[src/rtl/stage_2_id_bypass.sv]
// Decode stage of the 5-stage LA32R pipeline: decode, GPR read, branch resolve, N-stage bypass and load-use interlock.
// Define ID_BYPASS_EN to forward producer results; otherwise any producer hit stalls until that producer retires.
module stage_2_id_bypass #(
    parameter int FWD_STAGES = 3
) (
    input  logic                     clk,
    input  logic                     reset,
    input  logic                     valid_1,
    output logic                     allow_2,
    output logic                     valid_2,
    input  logic                     allow_3,
    input  logic [63:0]              stage_1_to_2,
    output logic                     br_taken,
    output logic [31:0]              br_target,
    output logic [116:0]             stage_2_to_3,
    output logic [31:0]              memory_write_data,
    output logic [4:0]               rf_raddr1,
    output logic [4:0]               rf_raddr2,
    input  logic [31:0]              rf_rdata1,
    input  logic [31:0]              rf_rdata2,
    input  logic [FWD_STAGES-1:0]    fwd_we,
    input  logic [5*FWD_STAGES-1:0]  fwd_waddr,
    input  logic [32*FWD_STAGES-1:0] fwd_wdata,
    input  logic [FWD_STAGES-1:0]    fwd_data_ok
);

    logic        vld_p1;
    logic [63:0] payload_p1;

    // IF -> ID register
    always_ff @(posedge clk) begin
        if (reset) begin
            vld_p1     <= 1'b0;
            payload_p1 <= '0;
        end else if (allow_2) begin
            vld_p1     <= valid_1 & ~br_taken;
            payload_p1 <= stage_1_to_2;
        end
    end

    logic [31:0] inst, pc;
    logic [16:0] op17;
    logic [9:0]  op10;
    logic [6:0]  op7;
    logic [5:0]  op6;
    logic [4:0]  rd, rj, rk;

    assign inst = payload_p1[63:32];
    assign pc   = payload_p1[31:0];
    assign op17 = inst[31:15];
    assign op10 = inst[31:22];
    assign op7  = inst[31:25];
    assign op6  = inst[31:26];
    assign rd   = inst[4:0];
    assign rj   = inst[9:5];
    assign rk   = inst[14:10];

    logic inst_add, inst_sub, inst_slt, inst_sltu, inst_nor, inst_and, inst_or, inst_xor;
    logic inst_slli, inst_srli, inst_srai, inst_addi, inst_ld, inst_st;
    logic inst_jirl, inst_b, inst_bl, inst_beq, inst_bne, inst_lu12i, inst_known;

    assign inst_add   = op17 == 17'h00020;
    assign inst_sub   = op17 == 17'h00022;
    assign inst_slt   = op17 == 17'h00024;
    assign inst_sltu  = op17 == 17'h00025;
    assign inst_nor   = op17 == 17'h00028;
    assign inst_and   = op17 == 17'h00029;
    assign inst_or    = op17 == 17'h0002a;
    assign inst_xor   = op17 == 17'h0002b;
    assign inst_slli  = op17 == 17'h00081;
    assign inst_srli  = op17 == 17'h00089;
    assign inst_srai  = op17 == 17'h00091;
    assign inst_addi  = op10 == 10'h00a;
    assign inst_ld    = op10 == 10'h0a2;
    assign inst_st    = op10 == 10'h0a6;
    assign inst_jirl  = op6  == 6'h13;
    assign inst_b     = op6  == 6'h14;
    assign inst_bl    = op6  == 6'h15;
    assign inst_beq   = op6  == 6'h16;
    assign inst_bne   = op6  == 6'h17;
    assign inst_lu12i = op7  == 7'h0a;

    assign inst_known = inst_add | inst_sub | inst_slt | inst_sltu | inst_nor | inst_and
                      | inst_or | inst_xor | inst_slli | inst_srli | inst_srai | inst_addi
                      | inst_ld | inst_st | inst_jirl | inst_b | inst_bl | inst_beq
                      | inst_bne | inst_lu12i;

    logic src2_is_imm, rj_re, rkd_re;
    assign src2_is_imm = inst_slli | inst_srli | inst_srai | inst_addi | inst_ld | inst_st
                       | inst_lu12i | inst_jirl | inst_b | inst_bl;
    assign rj_re  = ~(inst_lu12i | inst_b | inst_bl);
    assign rkd_re = ~src2_is_imm | inst_st;

    assign rf_raddr1 = rj;
    assign rf_raddr2 = (inst_st | inst_beq | inst_bne) ? rd : rk;

    // Scan oldest to youngest so the youngest matching producer overrides the rest.
    logic        hit1, hit2, ok1, ok2;
    logic [31:0] fwd1, fwd2;
    always_comb begin
        hit1 = 1'b0;
        hit2 = 1'b0;
        ok1  = 1'b1;
        ok2  = 1'b1;
        fwd1 = rf_rdata1;
        fwd2 = rf_rdata2;
        for (int i = FWD_STAGES - 1; i >= 0; i--) begin
            if (fwd_we[i] && rf_raddr1 != 5'd0 && fwd_waddr[5*i +: 5] == rf_raddr1) begin
                hit1 = 1'b1;
                ok1  = fwd_data_ok[i];
                fwd1 = fwd_wdata[32*i +: 32];
            end
            if (fwd_we[i] && rf_raddr2 != 5'd0 && fwd_waddr[5*i +: 5] == rf_raddr2) begin
                hit2 = 1'b1;
                ok2  = fwd_data_ok[i];
                fwd2 = fwd_wdata[32*i +: 32];
            end
        end
    end

    logic [31:0] rj_val, rkd_val;
    logic        port1_stall, port2_stall;
`ifdef ID_BYPASS_EN
    assign rj_val      = fwd1;
    assign rkd_val     = fwd2;
    assign port1_stall = hit1 & ~ok1;
    assign port2_stall = hit2 & ~ok2;
`else
    logic unused_fwd;
    assign rj_val      = rf_rdata1;
    assign rkd_val     = rf_rdata2;
    assign port1_stall = hit1;
    assign port2_stall = hit2;
    assign unused_fwd  = ^{fwd1, fwd2, ok1, ok2};
`endif

    logic stall, ready_go, rj_eq_rd, br_cond;
    assign stall    = vld_p1 & ((rj_re & port1_stall) | (rkd_re & port2_stall));
    assign ready_go = ~stall;
    assign allow_2  = ~vld_p1 | (ready_go & allow_3);
    assign valid_2  = vld_p1 & ready_go;

    assign rj_eq_rd = rj_val == rkd_val;
    assign br_cond  = inst_b | inst_bl | inst_jirl | (inst_beq & rj_eq_rd) | (inst_bne & ~rj_eq_rd);
    assign br_taken = vld_p1 & ready_go & allow_3 & br_cond;

    logic signed [31:0] si12_sx, offs16_sx, offs26_sx, br_offs;
    assign si12_sx   = {{20{inst[21]}}, inst[21:10]};
    assign offs16_sx = {{14{inst[25]}}, inst[25:10], 2'b00};
    assign offs26_sx = {{4{inst[9]}}, inst[9:0], inst[25:10], 2'b00};
    assign br_offs   = (inst_b | inst_bl) ? offs26_sx : offs16_sx;
    assign br_target = (inst_jirl ? rj_val : pc) + $unsigned(br_offs);

    // Branches without a link write nothing and carry no ALU operation into EX.
    logic [11:0] alu_op;
    assign alu_op = {inst_lu12i, inst_srai, inst_srli, inst_slli, inst_xor, inst_or, inst_nor,
                     inst_and, inst_sltu, inst_slt, inst_sub,
                     inst_add | inst_addi | inst_ld | inst_st | inst_jirl | inst_bl};

    logic [31:0] src1, src2;
    logic [4:0]  dest;
    logic        rf_we, mem_we, mem_en, res_from_mem;

    assign src1 = (inst_jirl | inst_bl) ? pc : rj_val;
    always_comb begin
        src2 = rkd_val;
        if (inst_jirl | inst_bl)                     src2 = 32'd4;
        else if (inst_lu12i)                         src2 = {inst[24:5], 12'b0};
        else if (inst_slli | inst_srli | inst_srai)  src2 = {27'b0, inst[14:10]};
        else if (inst_addi | inst_ld | inst_st)      src2 = $unsigned(si12_sx);
    end

    assign dest         = inst_bl ? 5'd1 : rd;
    assign rf_we        = inst_known & ~(inst_st | inst_beq | inst_bne | inst_b);
    assign mem_we       = inst_st;
    assign mem_en       = inst_ld | inst_st;
    assign res_from_mem = inst_ld;

    assign stage_2_to_3      = {rf_we, dest, res_from_mem, src1, src2, alu_op, mem_we, mem_en, pc};
    assign memory_write_data = rkd_val;

endmodule
[config.mk]
export PLATFORM = sky130hd
export DESIGN_NAME = stage_2_id_bypass
export DESIGN_NICKNAME = d
export VERILOG_FILES = /design/src/rtl/stage_2_id_bypass.sv
export SDC_FILE = /design/constraint.sdc
export NUM_CORES = 1
export LEC_CHECK = 0
export ABC_AREA = 0
export BUFFER_PORTS_ARGS = -buffer_cell sky130_fd_sc_hd__buf_2
export CORE_AREA = 2 2 173 175
export CTS_CLUSTER_SIZE = 40
export DETAILED_ROUTE_END_ITERATION = 7
export DIE_AREA = 0 0 175 177
export PLACE_DENSITY_LB_ADDON = 0.15
export SLEW_MARGIN = 10
export SYNTH_ARGS = -nofsm -noshare
export SYNTH_HDL_FRONTEND = slang
export SYNTH_SLANG_ARGS = --single-unit
[constraint.sdc]
create_clock -name clk -period 8.05 [get_ports clk]
set_clock_uncertainty 0.1 [all_clocks]
set_input_delay 0.805 -clock clk [delete_from_list [all_inputs] [get_ports clk]]
set_output_delay 0.805 -clock clk [all_outputs]
set_load 0.03 [all_outputs]
== After elaboration in Yosys (flattened, before gate mapping) ==
Index checks and enable logic that the tools add are counted.

* Register bits: 65
* Input bits: 249
* Output and inout port bits: 194
* Word-level logic and storage cells: 126

* Add/sub/neg operators: 1
* Equal/unequal tests: 27
* Muxes and demuxes: 15
* Bitwise gates (word level): 67
* Reductions and logical operators: 14

{| class="wikitable"
|+ Operators by type and width
! operator !! number
|-
| 2-to-1 mux 32 bit || 7
|-
| == test 17 x 6 -> 1 bit (second input constant) || 8
|-
| == test 17 x 8 -> 1 bit (second input constant) || 3
|-
| bitwise OR 1 bit || 49
|-
| adder 32 bit || 1
|-
| == test 32 bit || 1
|-
| == test 5 bit || 6
|-
| == test 6 x 5 -> 1 bit (second input constant) || 5
|-
| == test 10 x 8 -> 1 bit (second input constant) || 2
|-
| logical AND 1 bit || 12
|-
| bitwise AND 1 bit || 11
|-
| == test 10 x 4 -> 1 bit (second input constant) || 1
|-
| 2-to-1 mux 5 bit || 2
|-
| nonzero test 5 bit || 2
|-
| == test 7 x 4 -> 1 bit (second input constant) || 1
|-
| NOT 1 bit || 7
|-
| 2-to-1 mux 1 bit || 6
|}

== Depth between registers and ports, before layout ==
* Word-level depth: 21
* Mapped depth: 16
* Mapped depth without buffers: 14

== Worst setup path before layout ==
No wires, ideal clock.

* Kind: flip-flop to output port
* Start: reg payload_p1[62]
* End: out br_target[28]
* Arrival: 4149 ps
* Required time: 7145 ps
* Setup slack: 2996 ps
* Cell stages (with the launch flop): 16
* Path buffers: 2
* Cells stage by stage: dfxtp_1 > clkbuf_1 > nand3b_1 > nor2_1 > clkbuf_1 > mux2_2 > ha_1 > fa_1 > a21o_1 > a21oi_1 > nor2b_1 > o31ai_1 > o311a_1 > o31a_1 > o21bai_1 > xor2_1

* Word-level cells in the longest chain between the ends: 4
* Elaborated cells on any way between the ends: 7
* Classes of those cells: add/sub: 1; eq/ne: 3; mux: 2; bitwise: 1

{| class="wikitable"
|+ Ends and longest elaborated chain
! what !! RTL line !! RTL
|-
| start, declared || 28 || <nowiki>logic [63:0] payload_p1;</nowiki>
|-
| start signal, assigned || 37 || <nowiki>payload_p1 <= stage_1_to_2;</nowiki>
|-
| == test 6 x 5 -> 1 bit (on tied branches) || 77, 78 ||
|-
| bitwise OR 1 bit || 151 || <nowiki>assign br_offs = (inst_b | inst_bl) ? offs26_sx : offs16_sx;</nowiki>
|-
| 2-to-1 mux 32 bit || 151 ||
|-
| adder 32 bit * || 152 || <nowiki>assign br_target = (inst_jirl ? rj_val : pc) + $unsigned(br_offs);</nowiki>
|-
| end, declared || 14 || <nowiki>output logic [31:0] br_target,</nowiki>
|}

Every way passes the cells marked *; elsewhere a longest branch is shown, timed or not.

== Worst setup path in the final report ==
* Start: reg payload_p1[62]
* End: out br_target[27]

Same word-level chain as after synthesis.

==> metrics <==
Synth cell types 64; Area Overhead vs Synth 21.5%; largest net degree at the start of global routing 130; mapped cell area 7890 µm²; P_leak 4.69 nW; Die ar. 31000 µm²; clock buffer depth 2; worst-path fanout max 22; grt ovf 0; Worst setup SP type register; Slew Limit Fails 0; Iter 0 DRT Violations 502; CP Class reg -> out; top_reg_cell synth dfxtp_1; Synth area leader dfxtp_1; cts repair resizes 0; RSZ-0062 raised after global routing no; number of synthesized flops with an enable pin 0; gpl congestion 0.845; commonest non-fill, non-tap cell in the layout buf_2; I/O pin count 443; fin crit period 6.15 ns; I/O Buffers 343; Syn Inst Count 1038; first-pass GRT wire length 49400 µm; Final Non-Filler Cells 1653; Fin Setup TNS 0 ns; Starting Density 27.0%; Yosys warnings 0; Max Freq 163 MHz; cell repeated most along the worst path a41oi_1; vias per cell 4.80; Post-CTS Setup Bufs 0; Finish-stage setup viols 0; CTS tree done; total power 1.52 mW; WL/cell 20.7 µm; Mean Syn Cell Area 7.60 µm²; GRT Util Overall 21.5%; total CTS buffers 9; Clock Latency Late Sink 0.34 ns; WHS 0.411 ns; worst slew pin tran 1.22 ns; # DRC 0; CORE AREA 29200 µm²; Hold Vio Cnt, Final 0; Critical Path RT 7.14 ns; Clock Sinks 65; Slew Limit Headroom 18.4%; CP max-delay cell nor2_4; Reg clk slew, reported paths 0.07 ns; layout cells sized above 1 32.9%; Peak VDD IR 93.7 µV; status finished, final reports clean; Syn Nets 1317; final worst-path cycle share 76.4%; final WL 34200 µm; die width 175 µm; H-tree depth 3; vias in the first global route 7668; Ant. Diodes 0; initial antenna violation count 1; CP cell instances nand3b_1, nor2_4, mux2_2, ha_1, and2_1, a41oi_1, o2111ai_1, a211oi_1, nor2_1, a41oi_1, nor2b_1, xnor2_1, buf_2; Seq/Total Area, Yosys 16.5%; hold crit path type reg -> reg; PD cells 159 nW/µm²; die extent in y 177 µm; Post-Place Cells 1637; Hold Buf Count CTS 0; DP Wirelength 26600 µm; fin nets 1537; Max-Cap Viols 0; Via Count 7927; asr flop ratio synth 0%; Synth Register Bits 65; Root Buffer clkbuf_16; crit path DAT 5.24 ns; most frequent cells in the layout buf_2, nand2_1, nand2b_1, mux2i_1, dfxtp_1; critical path's largest stage delay 0.71 ns; antenna viol nets, final 0; FP Rows 63; top-area cell type share of the netlist area 16.5%; 1st-pass router iterations 5; Worst setup EP type primary output; top post-synthesis cells by area dfxtp_1, nand2b_1, mux2i_1, buf_4, nand2_1
[worst max-delay path, delay by kind of cell, from the launching register on]
family	cells	cell delay, ns
simple gates	5	1.70
buf+inv	1	0.23
fa+ha+maj	1	0.38
flops	1	0.59
xor+xnor	1	0.13
compound gates	4	1.41
mux	1	0.41
[cell usage after synthesis (all sizes together) (2+ instances only)]
library cell,n
a211oi,4
o21a,4
nor4b,4
a31oi,9
inv,16
o21ai,43
nor2b,8
a41oi,2
ha,29
o21bai,7
nor2,32
and3,5
nand2b,138
or4,5
nand3,18
o31ai,3
and2,14
nor4,15
xnor2,26
a2111oi,3
nand4,10
o211ai,7
or3,3
dfxtp,65
mux2i,71
nand2,151
clkbuf,46
o31a,3
buf,95
nor3b,5
mux2,31
nor3,7
or2,3
a21oi,53
xor2,62
and4,6
a21o,20
[worst paths after layout]
kind	from	endpoint	slack [ns]	cells past startpoint
max	payload_p1[62]	br_target[27]	1.90	13
min	payload_p1[0]	payload_p1[0]	0.41	2
max reg2reg	payload_p1[55]	payload_p1[21]	3.28	10
min reg2reg	payload_p1[0]	payload_p1[0]	0.41	2
[registers in the layout, indices dropped and copies added, names as in the netlist]
name        cells
payload_p1     64
vld_p1          1
[final cells by class]
type / instances / area (µm²)
Clock buffer: 10 / 239
Clock inverter: 6 / 115
Fill cell: 3255 / 19700
Inverter: 16 / 60.1
Multi-Input combinational cell: 816 / 5610
Sequential cell: 65 / 1300
Tap cell: 390 / 488
Timing Repair Buffer: 350 / 1770
[power by group]
group | leakage, nW | internal [mW] | switching, mW | total [mW]
combinational | 3.98 | 0.221 | 0.415 | 0.636
clock | 0.169 | 0.313 | 0.174 | 0.487
sequential | 0.541 | 0.347 | 0.0544 | 0.401
total | 4.69 | 0.880 | 0.644 | 1.52
[through the flow]
stage,setup WS [ns],util [%],area (µm²)
after floorplan,3.00,-,7890
after global placement,2.32,31.6,9230
after detailed placement,2.35,31.6,9230
after CTS,1.95,32.8,9580
after global routing,1.64,32.8,9580
final,1.90,32.8,9580
[cell families (layout without fill, tap and decap cells)]
| logic type | count (synthesis) | after routing | share of synthesized area [%] |
|---|---|---|---|
| compound gates | 167 | 167 | 13.9 |
| xor+xnor | 88 | 88 | 9.77 |
| fa+ha+maj | 30 | 30 | 4.85 |
| buf+inv | 157 | 382 | 12.8 |
| flops | 65 | 65 | 16.5 |
| mux | 102 | 102 | 13.4 |
| simple gates | 429 | 429 | 28.8 |
[routing by layer]
metal	up-vias	wire, µm	global-route usage (%)	part of all wire (%)
met5	-	16	0	0.047
met4	2	327	3.65	0.96
met3	19	1820	3.57	5.3
met2	260	16600	37.3	48
met1	3727	15500	28.3	45
li1	3919	-	-	-
No activity file was read; power rests on OpenSTA's default activity.
